[src/rtl/fp_mult_pkg.sv]
// fp_mult_pkg: shared helpers for the pipelined fixed-point multiplier.
// Saturation bounds, rounding constant and parameter legality.
package fp_mult_pkg;

    function automatic logic [63:0] sat_max(input int width, input bit is_signed);
        if (is_signed)
            return (64'd1 << (width - 1)) - 64'd1;
        return (64'd1 << width) - 64'd1;
    endfunction

    function automatic logic [63:0] sat_min(input int width, input bit is_signed);
        if (is_signed)
            return 64'd1 << (width - 1);
        return 64'd0;
    endfunction

    function automatic logic [63:0] round_const(input int frac);
        if (frac > 0)
            return 64'd1 << (frac - 1);
        return 64'd0;
    endfunction

    function automatic bit params_ok(input int w, input int iw,
                                     input int fw, input int stages);
        return (w > 0) && (iw + fw == w) && (fw >= 0) && (stages >= 3);
    endfunction

endpackage

[src/rtl/fp_round_sat.sv]
// fp_round_sat: combinational round, shift, overflow detect and clamp.
// Maps the widened product onto the WIDTH-bit fixed-point result.
module fp_round_sat
    import fp_mult_pkg::*;
#(
    parameter int WIDTH      = 16,
    parameter int FRAC_WIDTH = 8,
    parameter int SIGNED     = 1,
    parameter int ROUND      = 0,
    parameter int SATURATE   = 0
) (
    input  logic [2*WIDTH:0]  p,
    output logic [WIDTH-1:0]  res,
    output logic              ovf
);
    localparam int PW = 2 * WIDTH + 1;
    localparam logic [PW-1:0] RND =
        (ROUND != 0 && FRAC_WIDTH > 0) ? PW'(round_const(FRAC_WIDTH)) : '0;
    localparam logic [WIDTH-1:0] MAXV = WIDTH'(sat_max(WIDTH, SIGNED != 0));
    localparam logic [WIDTH-1:0] MINV = WIDTH'(sat_min(WIDTH, SIGNED != 0));

    logic [PW-1:0]    pr;
    logic [PW-1:0]    sh;
    logic [PW-WIDTH:0] hi;

    // round, rescale, then clamp toward the sign of the product
    always_comb begin
        pr = p + RND;
        if (SIGNED != 0)
            sh = $unsigned($signed(pr) >>> FRAC_WIDTH);
        else
            sh = pr >> FRAC_WIDTH;
        hi = sh[PW-1:WIDTH-1];
        if (SIGNED != 0)
            ovf = !((&hi) || !(|hi));
        else
            ovf = |sh[PW-1:WIDTH];
        res = sh[WIDTH-1:0];
        if (SATURATE != 0 && ovf)
            res = (SIGNED != 0 && p[PW-1]) ? MINV : MAXV;
    end

endmodule

[src/rtl/fp_mult_pipe_sat.sv]
// fp_mult_pipe_sat: throughput-1 fixed-point multiplier, STAGES latency.
// Valid shift register steers a gated data pipe; round/sat at the end.
module fp_mult_pipe_sat
    import fp_mult_pkg::*;
#(
    parameter int WIDTH      = 16,
    parameter int INT_WIDTH  = 8,
    parameter int FRAC_WIDTH = 8,
    parameter int SIGNED     = 1,
    parameter int STAGES     = 3,
    parameter int ROUND      = 0,
    parameter int SATURATE   = 0
) (
    input  logic             clk,
    input  logic             reset,
    input  logic [WIDTH-1:0] left,
    input  logic [WIDTH-1:0] right,
    input  logic             go,
    output logic [WIDTH-1:0] out,
    output logic             done,
    output logic             overflow
);
    localparam int PW = 2 * WIDTH + 1;
    localparam int ND = STAGES - 2;

    if (!params_ok(WIDTH, INT_WIDTH, FRAC_WIDTH, STAGES)) begin : g_param_err
        $error("fp_mult_pipe_sat: illegal WIDTH/INT/FRAC split or STAGES < 3");
    end

    logic                 vld_d [STAGES];
    logic                 vld_q [STAGES];
    logic [WIDTH-1:0]     a_d, a_q, b_d, b_q;
    logic [2*WIDTH-1:0]   ax, bx, prod;
    logic [2*WIDTH-1:0]   prod_d [ND];
    logic [2*WIDTH-1:0]   prod_q [ND];
    logic [PW-1:0]        p;
    logic [WIDTH-1:0]     res, out_d, out_q;
    logic                 rs_ovf, ovf_d, ovf_q;

    // valid bits shift one stage per cycle, entering from go
    always_comb begin
        vld_d[0] = go;
        for (int i = 1; i < STAGES; i++)
            vld_d[i] = vld_q[i-1];
    end

    for (genvar i = 0; i < STAGES; i++) begin : g_vld
        // valid pipe register; reset drops everything in flight
        always_ff @(posedge clk) begin
            if (reset) vld_q[i] <= 1'b0;
            else       vld_q[i] <= vld_d[i];
        end
    end

    // operand capture on issue
    always_comb begin
        a_d = go ? left  : a_q;
        b_d = go ? right : b_q;
    end

    // operand register
    always_ff @(posedge clk) begin
        if (reset) begin
            a_q <= '0;
            b_q <= '0;
        end else begin
            a_q <= a_d;
            b_q <= b_d;
        end
    end

    // full-width product of the extended operands
    always_comb begin
        if (SIGNED != 0) begin
            ax = {{WIDTH{a_q[WIDTH-1]}}, a_q};
            bx = {{WIDTH{b_q[WIDTH-1]}}, b_q};
        end else begin
            ax = {{WIDTH{1'b0}}, a_q};
            bx = {{WIDTH{1'b0}}, b_q};
        end
        prod = ax * bx;
    end

    for (genvar k = 0; k < ND; k++) begin : g_dly
        if (k == 0) begin : g_first
            // product register, loaded when the operand stage is valid
            always_comb prod_d[k] = vld_q[0] ? prod : prod_q[k];
        end else begin : g_rest
            // retiming-only delay stage
            always_comb prod_d[k] = vld_q[k] ? prod_q[k-1] : prod_q[k];
        end

        // delay line register
        always_ff @(posedge clk) begin
            if (reset) prod_q[k] <= '0;
            else       prod_q[k] <= prod_d[k];
        end
    end

    // widen by one bit so rounding cannot wrap
    always_comb begin
        if (SIGNED != 0) p = {prod_q[ND-1][2*WIDTH-1], prod_q[ND-1]};
        else             p = {1'b0, prod_q[ND-1]};
    end

    fp_round_sat #(
        .WIDTH      (WIDTH),
        .FRAC_WIDTH (FRAC_WIDTH),
        .SIGNED     (SIGNED),
        .ROUND      (ROUND),
        .SATURATE   (SATURATE)
    ) u_round_sat (
        .p   (p),
        .res (res),
        .ovf (rs_ovf)
    );

    // result holds between done pulses
    always_comb begin
        out_d = out_q;
        ovf_d = ovf_q;
        if (vld_q[STAGES-2]) begin
            out_d = res;
            ovf_d = rs_ovf;
        end
    end

    // output register
    always_ff @(posedge clk) begin
        if (reset) begin
            out_q <= '0;
            ovf_q <= 1'b0;
        end else begin
            out_q <= out_d;
            ovf_q <= ovf_d;
        end
    end

    assign out      = out_q;
    assign overflow = ovf_q;
    assign done     = vld_q[STAGES-1];

endmodule

[config.mk]
export PLATFORM = sky130hd
export DESIGN_NAME = fp_mult_pipe_sat
export DESIGN_NICKNAME = d
export VERILOG_FILES = /design/src/rtl/fp_mult_pkg.sv /design/src/rtl/fp_round_sat.sv /design/src/rtl/fp_mult_pipe_sat.sv
export SDC_FILE = /design/constraint.sdc
export NUM_CORES = 1
export LEC_CHECK = 0
export BUFFER_PORTS_ARGS = -buffer_cell sky130_fd_sc_hd__buf_2
export CAP_MARGIN = 20
export CORE_ASPECT_RATIO = 0.6
export CORE_MARGIN = 2
export CORE_UTILIZATION = 40
export DETAILED_ROUTE_END_ITERATION = 8
export PLACE_DENSITY = 0.56
export REMOVE_ABC_BUFFERS = 1
export SLEW_MARGIN = 5
export SYNTH_ARGS = -nofsm -noshare
export SYNTH_HDL_FRONTEND = slang
export SYNTH_SLANG_ARGS = --single-unit
[constraint.sdc]
create_clock -name clk -period 12.5 [get_ports clk]
set_clock_uncertainty 0.05 [all_clocks]
set_input_delay 1.25 -clock clk [delete_from_list [all_inputs] [get_ports clk]]
set_output_delay 1.25 -clock clk [all_outputs]
set_load 0.05 [all_outputs]
==> impl_metrics.tcl <==
set metrics [dict create \
    status "complete, no violations" \
    finalCriticalPeriod_ns 6.61 \
    viasPerCell 4.92 \
    hold_start "prod_q[0][21]$_SDFFE_PP0P_" \
    rsz0062_at_grt "no" \
    wl_um 33200 \
    grt_antenna_before_repair 2 \
    synth_cells 1319 \
    die_area_um2 32200 \
    end_kind "register" \
    fin_nets 1709 \
    placementRows 49 \
    synth-edff-count 0 \
    grt_overflow 0 \
    final_antenna_net_count 0 \
    cts_tree "yes" \
    crit_type "reg -> reg" \
    reg2reg_from "b_q[1]$_SDFFE_PP0P_" \
    post-route-period-util 0.529 \
    dp_hpwl_um 27600 \
    slew_violations 0 \
    portBuffers 52 \
    syn_avg_cell_area_um2 9.32 \
    grt_first_pass_wirelength_um 54500 \
    start_kind "register" \
    top_level_ports 53 \
    die_h_um 140 \
    power.leakage_nw 6.70 \
    clock.fmax_mhz 151 \
    power_switching_uw 452 \
    reg2reg_depth 16 \
    drv_cap 0 \
    ys_ff_latch 76 \
    crit_fanout 17 \
    clk_latency_ns 0.37 \
    clk_pin_slew_worst_paths_ns 0.07 \
    drc 0 \
    hp-class "reg -> reg" \
    whs_ns 0.416 \
    clock_path_buffers 2 \
    syn2layout_area_growth_pct 7.56 \
    ctsHoldBuffers 0 \
    dr.pass1.iters 5 \
    slew_headroom 0.344 \
    core_area_um2 30100 \
    vdd_drop_max_v 0.0000946 \
    h-tree-depth 3 \
    worst_slew_pin_slew_ns 0.983 \
    hold_violations 0 \
    post-route-cell-area_um2 13200 \
    gp_congestion 0.869 \
    drt_iter0_markers 716 \
    cts_sinks 76 \
    sequentialPowerShare 0.288 \
    setup_slack_ns 5.89 \
    switching_share 0.426 \
    post_cts_buffers 0 \
    synth.distinct_cells 55 \
    ys_warn_count 0 \
    setup-tns-final_ns 0 \
    root_buffer "clkbuf_16" \
    holdPathStages 2 \
    required_ns 12.74 \
    grt_pass1_vias 8821 \
    synth_top_area_frac 0.425 \
    p_int_uw 610 \
    synth_flop_cell "dfxtp_1" \
    grt_usage 0.226 \
    dpl-instance-area_um2 12900 \
    start_util 0.409 \
    synth_area_leaders "fa_1 42%, dfxtp_1 12%, inv_1 9.0%" \
    ys_async_sr_fraction 0 \
    min_to "prod_q[0][21]$_SDFFE_PP0P_" \
    numCtsBuffers 9 \
    r2r_end "prod_q[0][29]$_SDFFE_PP0P_" \
    cp.arrival_ns 6.84 \
    routedWlPerCell_um 19.0 \
    p_per_area_nw_per_um2 80.2 \
    netlist_area_um2 12300 \
    comb_power_share 0.439 \
    dp_slack_ns 6.03 \
    power_frac_clock 0.273 \
    r2r_slack_ns 5.89 \
    via_count 8604 \
    cts_resized 0 \
    drive_gt1_frac 0.0612 \
    chipWidth_um 230 \
    ys_seq_area_frac 0.124 \
    setup-violations-final 0 \
    synth_area_leader_cell "fa_1" \
    grt_max_degree 64 \
]
[sequential cells by signal (all words and copies together), names as in the netlist]
register,flops
out,16
a_q,16
b_q,16
prod_q,24
vld_q,3
overflow,1
[critical path: stages, from the launching register on]
cell	delay [ns]
dfxtp_1	0.81
nand2_1	0.21
inv_1	0.16
fa_1	0.55
fa_1	0.83
fa_1	0.51
fa_1	0.60
fa_1	0.45
fa_1	0.49
ha_1	0.39
a21oi_1	0.20
a21oi_1	0.09
a311o_1	0.35
a21o_1	0.21
o2111ai_1	0.29
a32oi_1	0.14
a21oi_1	0.17
[logic make-up after synthesis]
family	Yosys count	synth area share
xor+xnor	21	0.0150
mux	50	0.0407
simple gates	388	0.152
flops	76	0.124
compound gates	96	0.0568
buf+inv	348	0.106
fa+ha+maj	340	0.505
[worst max-delay path by stage]
stage | from | to | depth (start not counted)
2_1_floorplan | a_q[15]$_SDFFE_PP0P_ | prod_q[0][30]$_SDFFE_PP0P_ | 17
3_3_place_gp | b_q[1]$_SDFFE_PP0P_ | prod_q[0][29]$_SDFFE_PP0P_ | 17
3_5_place_dp | b_q[1]$_SDFFE_PP0P_ | prod_q[0][30]$_SDFFE_PP0P_ | 17
4_1_cts | b_q[1]$_SDFFE_PP0P_ | prod_q[0][29]$_SDFFE_PP0P_ | 17
5_1_grt | b_q[1]$_SDFFE_PP0P_ | prod_q[0][28]$_SDFFE_PP0P_ | 16
6_report | b_q[1]$_SDFFE_PP0P_ | prod_q[0][29]$_SDFFE_PP0P_ | 16
[cells in the final DEF, fill, tap and decap left out, types with 5 or more instances in the layout]
master and count:
a21o_1 10, a21oi_1 21, and2_1 120, and3_1 7
buf_2 52, buf_4 5, clkbuf_16 9, dfxtp_1 76
fa_1 261, ha_1 79, inv_1 295, mux2i_1 50
nand2_1 140, nand2b_1 5, nand3_1 13, nand4_1 6
nor2_1 74, nor3_1 9, o21a_1 6, o21ai_0 14
xnor2_1 18
[final cells by class]
class                      count  area (µm²)
antenna                        1        2.50
clock buffer                   9         225
clock inverter                 7        92.6
fill                        2956       16900
inverter                     295        1110
multi-input combinational    895        9470
sequential                    76        1520
tap                          408         510
timing repair buffer          57         298
[per-layer routing]
metal | routed length [µm] | up-vias | GRT usage
met5 | 34 | - | 0
met4 | 197 | 4 | 0.0329
met3 | 3700 | 18 | 0.0879
met2 | 11000 | 322 | 0.252
met1 | 18300 | 4249 | 0.388
li1 | - | 4011 | -
[power groups by stage]
stage | Clock (mW) | Combinational, mW | Sequential (mW)
after floorplan | 0 | 0.312 | 0.293
after global placement | 0 | 0.461 | 0.310
after detailed placement | 0 | 0.451 | 0.310
after CTS | 0.298 | 0.467 | 0.304
after global routing | 0.309 | 0.528 | 0.309
final | 0.289 | 0.466 | 0.306
[per-stage QoR]
| step | util | std cells | power (mW) |
|---|---|---|---|
| detailed placement | 0.429 | 1731 | 0.761 |
| global placement | 0.429 | 1731 | 0.771 |
| floorplan | - | 1266 | 0.605 |
| finish | 0.439 | 1748 | 1.06 |
| CTS | 0.439 | 1747 | 1.07 |
| global route | 0.439 | 1747 | 1.15 |
[Yosys cell counts, drive strengths merged, types with 2 or more instances]
| library cell | n |
|---|---|
| a2111oi | 2 |
| a211o | 3 |
| a211oi | 3 |
| a21o | 10 |
| a21oi | 22 |
| a221oi | 2 |
| a311o | 2 |
| a32oi | 4 |
| and2 | 120 |
| and3 | 7 |
| buf | 2 |
| clkbuf | 51 |
| dfxtp | 76 |
| fa | 261 |
| ha | 79 |
| inv | 295 |
| mux2i | 50 |
| nand2 | 140 |
| nand2b | 5 |
| nand3 | 13 |
| nand4 | 6 |
| nand4b | 2 |
| nor2 | 74 |
| nor2b | 4 |
| nor3 | 10 |
| nor4 | 4 |
| o2111ai | 2 |
| o211ai | 2 |
| o21a | 6 |
| o21ai | 14 |
| o21bai | 4 |
| o311ai | 3 |
| o31ai | 4 |
| xnor2 | 18 |
| xor2 | 3 |
Power figures use the tool's default switching activity.
